[config.mk]
export PLATFORM = sky130hd
export DESIGN_NAME = seq_mult_8bits_flat
export DESIGN_NICKNAME = d
export VERILOG_FILES = /design/src/rtl/seq_mult_8bits_pkg.sv /design/src/rtl/seq_mult_8bits_if.sv /design/src/rtl/seq_mult_8bits_rca.sv /design/src/rtl/seq_mult_8bits.sv /design/src/flat_wrapper.sv
export SDC_FILE = /design/constraint.sdc
export NUM_CORES = 1
export LEC_CHECK = 0
export BUFFER_PORTS_ARGS = -buffer_cell sky130_fd_sc_hd__buf_2
export CAP_MARGIN = 30
export CORE_AREA = 2 2 65 67
export CTS_BUF_LIST = sky130_fd_sc_hd__clkbuf_4
export DETAILED_ROUTE_END_ITERATION = 8
export DIE_AREA = 0 0 67 69
export PLACE_DENSITY = 0.8
export SETUP_SLACK_MARGIN = 0.15
export SYNTH_ARGS = -nofsm -noshare
export SYNTH_HDL_FRONTEND = slang
export SYNTH_SLANG_ARGS = --single-unit
export TNS_END_PERCENT = 20
[constraint.sdc]
create_clock -name clk -period 4.9 [get_ports clk]
set_input_delay 0.49 -clock clk [delete_from_list [all_inputs] [get_ports clk]]
set_output_delay 0.49 -clock clk [all_outputs]
set_load 0.05 [all_outputs]
[src/rtl/seq_mult_8bits_pkg.sv]
// Shared constants for the sequential 8x8 multiplier: widths, FSM encoding, last iteration.
// Latency: n/a (constants only).
// Backpressure: n/a.
package seq_mult_8bits_pkg;

    localparam int WIDTH = 8;
    localparam int CNT_W = 3;

    typedef enum logic [1:0] {
        ST_IDLE = 2'd0,
        ST_RUN  = 2'd1,
        ST_DONE = 2'd2
    } state_t;

    localparam logic [CNT_W-1:0] LAST_ITER = 3'd7;

endpackage

[src/rtl/seq_mult_8bits_if.sv]
// Request/response bundle between a multiplier client and seq_mult_8bits.
// Latency: n/a (wires only).
// Backpressure: none; start is only honoured while the multiplier is idle or done.
interface seq_mult_8bits_if;
    import seq_mult_8bits_pkg::*;

    logic               start;
    logic [WIDTH-1:0]   x;
    logic [WIDTH-1:0]   y;
    logic [2*WIDTH-1:0] product;
    logic               busy;
    logic               done;

    modport master (output start, output x, output y,
                    input  product, input busy, input done);
    modport slave  (input  start, input x, input y,
                    output product, output busy, output done);
endinterface

[src/rtl/seq_mult_8bits_rca.sv]
// 8-bit ripple-carry adder used as the partial-product adder of the multiplier.
// Latency: purely combinational.
// Backpressure: none.
module RCA_8bits
    import seq_mult_8bits_pkg::*;
(
    output logic             cout,
    output logic [WIDTH-1:0] sum,
    input  logic [WIDTH-1:0] x,
    input  logic [WIDTH-1:0] y,
    input  logic             cin
);

    logic [WIDTH:0] carry;

    // Carry ripples bit by bit from cin to cout.
    always_comb begin
        carry    = '0;
        sum      = '0;
        carry[0] = cin;
        for (int i = 0; i < WIDTH; i++) begin
            sum[i]     = x[i] ^ y[i] ^ carry[i];
            carry[i+1] = (x[i] & y[i]) | (carry[i] & (x[i] ^ y[i]));
        end
    end

    assign cout = carry[WIDTH];

endmodule

[src/rtl/seq_mult_8bits.sv]
// Sequential 8x8 unsigned shift-and-add multiplier built on RCA_8bits.
// Latency: 8 cycles from accepted start to the done pulse; one result per 9 cycles at best.
// Backpressure: start is ignored while busy; no output stall, product holds until the next completion.
module seq_mult_8bits
    import seq_mult_8bits_pkg::*;
(
    input  logic              clk,
    input  logic              reset_n,
    seq_mult_8bits_if.slave   bus
);

    state_t             state_q;
    state_t             state_d;
    logic               load;
    logic               step;
    logic               finish;

    logic [WIDTH-1:0]   acc_hi;
    logic [WIDTH-1:0]   mreg;
    logic [WIDTH-1:0]   mcand;
    logic [CNT_W-1:0]   cnt;
    logic [2*WIDTH-1:0] product_q;
    logic               busy_q;
    logic               done_q;

    logic [WIDTH-1:0]   addend;
    logic [WIDTH-1:0]   sum;
    logic               cout;
    logic [2*WIDTH-1:0] shifted;

    // Partial product: add the multiplicand only when the current multiplier bit is set.
    assign addend = mreg[0] ? mcand : '0;

    RCA_8bits u_rca (
        .cout (cout),
        .sum  (sum),
        .x    (acc_hi),
        .y    (addend),
        .cin  (1'b0)
    );

    // {cout, sum, mreg} >> 1 keeps the adder carry; only the low 16 bits survive the shift.
    assign shifted = {cout, sum, mreg[WIDTH-1:1]};

    // State register.
    always_ff @(posedge clk or negedge reset_n) begin
        if (!reset_n) begin
            state_q <= ST_IDLE;
        end else begin
            state_q <= state_d;
        end
    end

    // Next-state and datapath control; start is only honoured in IDLE or DONE.
    always_comb begin
        state_d = state_q;
        load    = 1'b0;
        step    = 1'b0;
        finish  = 1'b0;
        case (state_q)
            ST_IDLE: begin
                if (bus.start) begin
                    load    = 1'b1;
                    state_d = ST_RUN;
                end
            end
            ST_RUN: begin
                step = 1'b1;
                if (cnt == LAST_ITER) begin
                    finish  = 1'b1;
                    state_d = ST_DONE;
                end
            end
            ST_DONE: begin
                if (bus.start) begin
                    load    = 1'b1;
                    state_d = ST_RUN;
                end else begin
                    state_d = ST_IDLE;
                end
            end
            default: state_d = ST_IDLE;
        endcase
    end

    // Operand capture, shift-and-add iteration and result/flag registers.
    always_ff @(posedge clk or negedge reset_n) begin
        if (!reset_n) begin
            acc_hi    <= '0;
            mreg      <= '0;
            mcand     <= '0;
            cnt       <= '0;
            product_q <= '0;
            busy_q    <= 1'b0;
            done_q    <= 1'b0;
        end else if (load) begin
            mcand  <= bus.x;
            mreg   <= bus.y;
            acc_hi <= '0;
            cnt    <= '0;
            busy_q <= 1'b1;
            done_q <= 1'b0;
        end else if (step) begin
            acc_hi <= shifted[2*WIDTH-1:WIDTH];
            mreg   <= shifted[WIDTH-1:0];
            cnt    <= cnt + 1'b1;
            if (finish) begin
                product_q <= shifted;
                busy_q    <= 1'b0;
                done_q    <= 1'b1;
            end
        end else begin
            done_q <= 1'b0;
        end
    end

    assign bus.product = product_q;
    assign bus.busy    = busy_q;
    assign bus.done    = done_q;

endmodule

[src/flat_wrapper.sv]
// flat-port wrapper written by rule: the top's interface ports become plain ports
module seq_mult_8bits_flat import seq_mult_8bits_pkg::*;
  (clk, reset_n, bus_start, bus_x, bus_y, bus_product, bus_busy, bus_done);
  seq_mult_8bits_if bus_i ();
  input  logic clk;
  input  logic reset_n;
  input wire logic [$bits(bus_i.start)-1:0] bus_start;
  input wire logic [$bits(bus_i.x)-1:0] bus_x;
  input wire logic [$bits(bus_i.y)-1:0] bus_y;
  output wire logic [$bits(bus_i.product)-1:0] bus_product;
  output wire logic [$bits(bus_i.busy)-1:0] bus_busy;
  output wire logic [$bits(bus_i.done)-1:0] bus_done;
  assign bus_i.start = bus_start;
  assign bus_i.x = bus_x;
  assign bus_i.y = bus_y;
  assign bus_product = bus_i.product;
  assign bus_busy = bus_i.busy;
  assign bus_done = bus_i.done;
  seq_mult_8bits u_core (.clk(clk), .reset_n(reset_n), .bus(bus_i));
endmodule
==> summary.md <==
| Metric | Value |
|---|---|
| Cell type with the largest total area after synthesis | sky130_fd_sc_hd__dfrtp_1 |
| Count of different cell masters after synthesis | 26 |
| Ports | 37 |
| Worst path arrival time | 4120 ps |
| Number of warnings issued by yosys | 0 |
| Most frequent cells after synthesis | 47 x sky130_fd_sc_hd__dfrtp_1, 14 x sky130_fd_sc_hd__mux2_2, 14 x sky130_fd_sc_hd__nand2_1 |
| Minimum period implied by the final worst setup slack | roughly 3900 ps |
| Slowest cell on crit path | sky130_fd_sc_hd__fa_1 |
| Number of iterations in the first detailed-routing pass | 4 |
| Detail Route met3 WL | 223 um |
| Largest clock skew in the final design | roughly 15 ps |
| Period utilisation layout | 0.788 |
| Net switching component of the power | 812 uW |
| Clock network fraction of total power | 0.095 |
| Pin slew with the least headroom to its limit | 840 ps |
| Initial antenna violation count | 0 |
| Clock insertion delay at the later pin of the skew report | 370 ps |
| Average wire length per cell after detail routing | 15.1 um |
| Routability congestion estimate | 0.892 |
| Worst path cell trace | and2_1 -> ha_1 -> inv_1 -> fa_1 -> fa_1 -> fa_1 -> fa_1 -> inv_1 -> fa_1 -> fa_1 -> inv_1 -> fa_1 -> o21ai_0 -> a22o_1 |
| Required time at the endpoint of the critical path | 5160 ps |
| Combinational share of power | 0.505 |
| Post-synth top flop | sky130_fd_sc_hd__dfrtp_1 |
| Leftover overflow at the end of global routing | 0 |
| Internal power of the cells | between 1000 and 1500 uW |
| Number of buffers on the longest clock path | 2 |
| Number of buffers created by CTS | 5 |
| Antenna Violating Nets Remaining | 0 |
| DPL Wire Length | 2770 um |
| FF+latch count, synth | 47 |
| Count of routing violations after the opening detailed-route iteration | 96 |
| Remaining design rule violation count | 0 |
| Cells taking the most area after synthesis | sky130_fd_sc_hd__dfrtp_1 53%, sky130_fd_sc_hd__mux2_2 7.1%, sky130_fd_sc_hd__fa_1 6.3%, sky130_fd_sc_hd__mux2_4 4.8%, sky130_fd_sc_hd__a22o_1 4.8% |
| Die height | between 60 and 70 um |
| Power Dens Cells | between 700 and 800 mW/mm^2 |
| Critical path launch point type | flip-flop |
| RSZ-0062 raised after global routing | false |
| Post-synth design cell area | around 0.0022 sq mm |
| Leakage | 0.00119 uW |
| Placed insts | 252 |
| Final core utilization | 0.631 |
| Share of synthesized area occupied by flip-flops and latches | 0.532 |
| Synthesized instance count | approximately 170 |
| Met1 Wirelength | roughly 1800 um |
| Fraction of registers with async set/reset | 1.00 |
| Type of the worst setup path | flip-flop to flip-flop |
| Setup TNS Final | 0 ps |
| Syn Nets | 203 |
| Hold crit path type | input pin to async pin |
| H-tree levels | 2 |
| Vias in the first global route | 1,477 |
| Aggregate routed wire length | 3940 um |
| Clk sink count | 47 |
| CTS tree | yes |
| Final net count | 238 |
| Top routing layer used | met4 |
| Layout-stage area growth over the synthesis result | 11.7% |
| Count of final hold-check violations | 0 |
| Post-Synthesis Mean Instance Area | 12.7 sq um |
| Layout cell share with drive strength beyond 1 | 0.319 |
| Sequential share of power | 0.400 |
| Overall Global Routing Usage | 0.192 |
| Most frequent cell after synthesis | sky130_fd_sc_hd__dfrtp_1 |
| Number of gates resized after cts | 0 |
| Slew margin rel. | 0.440 |
| X dimension of the die | 67 um |
| Clock transition time at the flip-flop clock pins of the worst setup and hold paths | 140 ps |
| Die Footprint | roughly 0.0046 sq mm |
| Highest cell delay on the worst timing path | 490 ps |
| Std-Cell Core Area | 0.00391 sq mm |
| Worst-path fanout max | 9 |
| Maximum number of pins on one net before global-route repair | 30 |
| Detail-routed via count per cell | 5.48 |
| Footprint of the multi-input gates | 941 sq um |
| Largest vdd supply drop | between 0.3 and 0.4 mV |
| Ant diodes | 0 |
| Wire length of the first global-routing pass | 6810 um |
| Switching share of power | 0.444 |
| IO Port Bufs | 36 |
| Result of the run | completed |
| Number of setup buffers added after CTS | 0 |
| Hold buffer count at CTS | 0 |
| Number of vias in the routed layout | around 1,400 |
| Filler cell count | 329 |
| Buffer cell driving the clock tree root | sky130_fd_sc_hd__clkbuf_4 |
| Register area | between 0.001 and 0.0015 sq mm |
| Cell type with the highest occurrence count on the critical path | sky130_fd_sc_hd__fa_1 |
| Number of cells on the worst reg-to-reg path | 14 |
| Final std cells w/o fill | 260 |
| Total met2 wirelength after detailed routing | 1860 um |
| Peak Freq | 259 MHz |
| Setup Viol. Count Final | 0 |
| Max Transition Viols Final | 0 |
| Number of rows in the core area | 23 |
| Kind of end point of the critical path | flip-flop |
| Post-synth EDFFs | 0 |
| Starting utilization of the core area | 0.565 |
| Max-cap check violation count | 0 |
| Area fraction of the dominant cell type after synthesis | 0.532 |
flip-flops by register name, indices dropped and copies added (netlist names):
register            count
u_core.cnt              3
u_core.state_q          2
u_core.bus.busy         1
u_core.acc_hi           8
u_core.mreg             8
u_core.mcand            8
u_core.bus.done         1
u_core.bus.product     16
path summary, 6_finish.rpt:
| path | startpoint | endpoint | slack, ps |
|---|---|---|---|
| hold reg to reg | u_core.bus.product[9] | u_core.bus.product[9] | 500 |
| max in group asynchronous | reset_n | u_core.acc_hi[5] | 4340 |
| hold / removal | reset_n | u_core.bus.product[1] | 40 |
| setup reg to reg | u_core.mreg[0] | u_core.acc_hi[6] | 1040 |
| min in group clk | bus_x[2] | u_core.mcand[2] | 360 |
| setup / recovery | u_core.mreg[0] | u_core.acc_hi[6] | 1040 |
layer usage:
layer | vias up | GRT usage
li1 | 668 | -
met1 | 710 | 0.264
met2 | 40 | 0.293
met3 | 6 | 0.0506
met4 | 0 | 0.0680
met5 | - | 0
placed cells by master, fill, tap and decap left out:
master / instances
sky130_fd_sc_hd__a211oi_1: 5
sky130_fd_sc_hd__a22o_1: 12
sky130_fd_sc_hd__dfrtp_1: 47
sky130_fd_sc_hd__nor2_1: 5
sky130_fd_sc_hd__nor2b_4: 1
sky130_fd_sc_hd__nor2b_2: 1
sky130_fd_sc_hd__buf_12: 1
sky130_fd_sc_hd__buf_2: 36
sky130_fd_sc_hd__o21ai_0: 10
sky130_fd_sc_hd__clkbuf_4: 5
sky130_fd_sc_hd__mux2_2: 14
sky130_fd_sc_hd__mux2_4: 7
sky130_fd_sc_hd__a21o_1: 4
sky130_fd_sc_hd__xnor2_1: 1
sky130_fd_sc_hd__nand2b_1: 1
sky130_fd_sc_hd__clkinv_1: 2
sky130_fd_sc_hd__fa_1: 7
sky130_fd_sc_hd__inv_1: 10
sky130_fd_sc_hd__ha_1: 3
sky130_fd_sc_hd__nand3b_2: 1
sky130_fd_sc_hd__clkinvlp_4: 1
sky130_fd_sc_hd__a21oi_1: 6
sky130_fd_sc_hd__mux2i_1: 6
sky130_fd_sc_hd__and2_1: 3
sky130_fd_sc_hd__nor2b_1: 5
sky130_fd_sc_hd__o2bb2ai_1: 2
sky130_fd_sc_hd__nand2_1: 14
logic make-up (layout without fill, tap and decap cells):
family,Yosys count,count (layout),synth area share
xor+xnor,1,1,0.00396
fa+ha+maj,10,10,0.0804
compound gates,39,39,0.122
buf+inv,19,55,0.0424
simple gates,31,31,0.0730
mux,27,27,0.146
flops,47,47,0.532
final cells by class:
class                      instances  share of cell area
clock buffer                       5              0.0152
clock inverter                     3             0.00608
inverter                          10              0.0152
multi-input combinational        108               0.381
sequential                        47               0.476
tap                               50              0.0253
timing repair buffer              37              0.0811
power groups by stage:
stage          sequential [uW]  combinational (uW)  clock (uW)
2_1_floorplan              921                 532           0
5_1_grt                    764                1010         201
3_5_place_dp               741                 930           0
3_3_place_gp               732                 907           0
4_1_cts                    734                 930         180
6_report                   731                 923         174
per-stage QoR:
stage	total power (uW)	setup slack, ps	instance area, sq um	hold slack [ps]
after floorplan	1450	1170	2210	194
after global placement	1640	1180	2400	465
after detailed placement	1670	1020	2420	459
after CTS	1840	1020	2470	41.8
after global routing	1970	798	2470	42.6
final	1830	1040	2470	39.2
critical path, delay by kind of cell, from the launching register on:
kind / cells / cell delay [ps]
fa+ha+maj: 8 / 2640
compound gates: 2 / 280
buf+inv: 3 / 170
flops: 1 / 480
simple gates: 1 / 180
No activity file was read; power rests on OpenSTA's default activity.
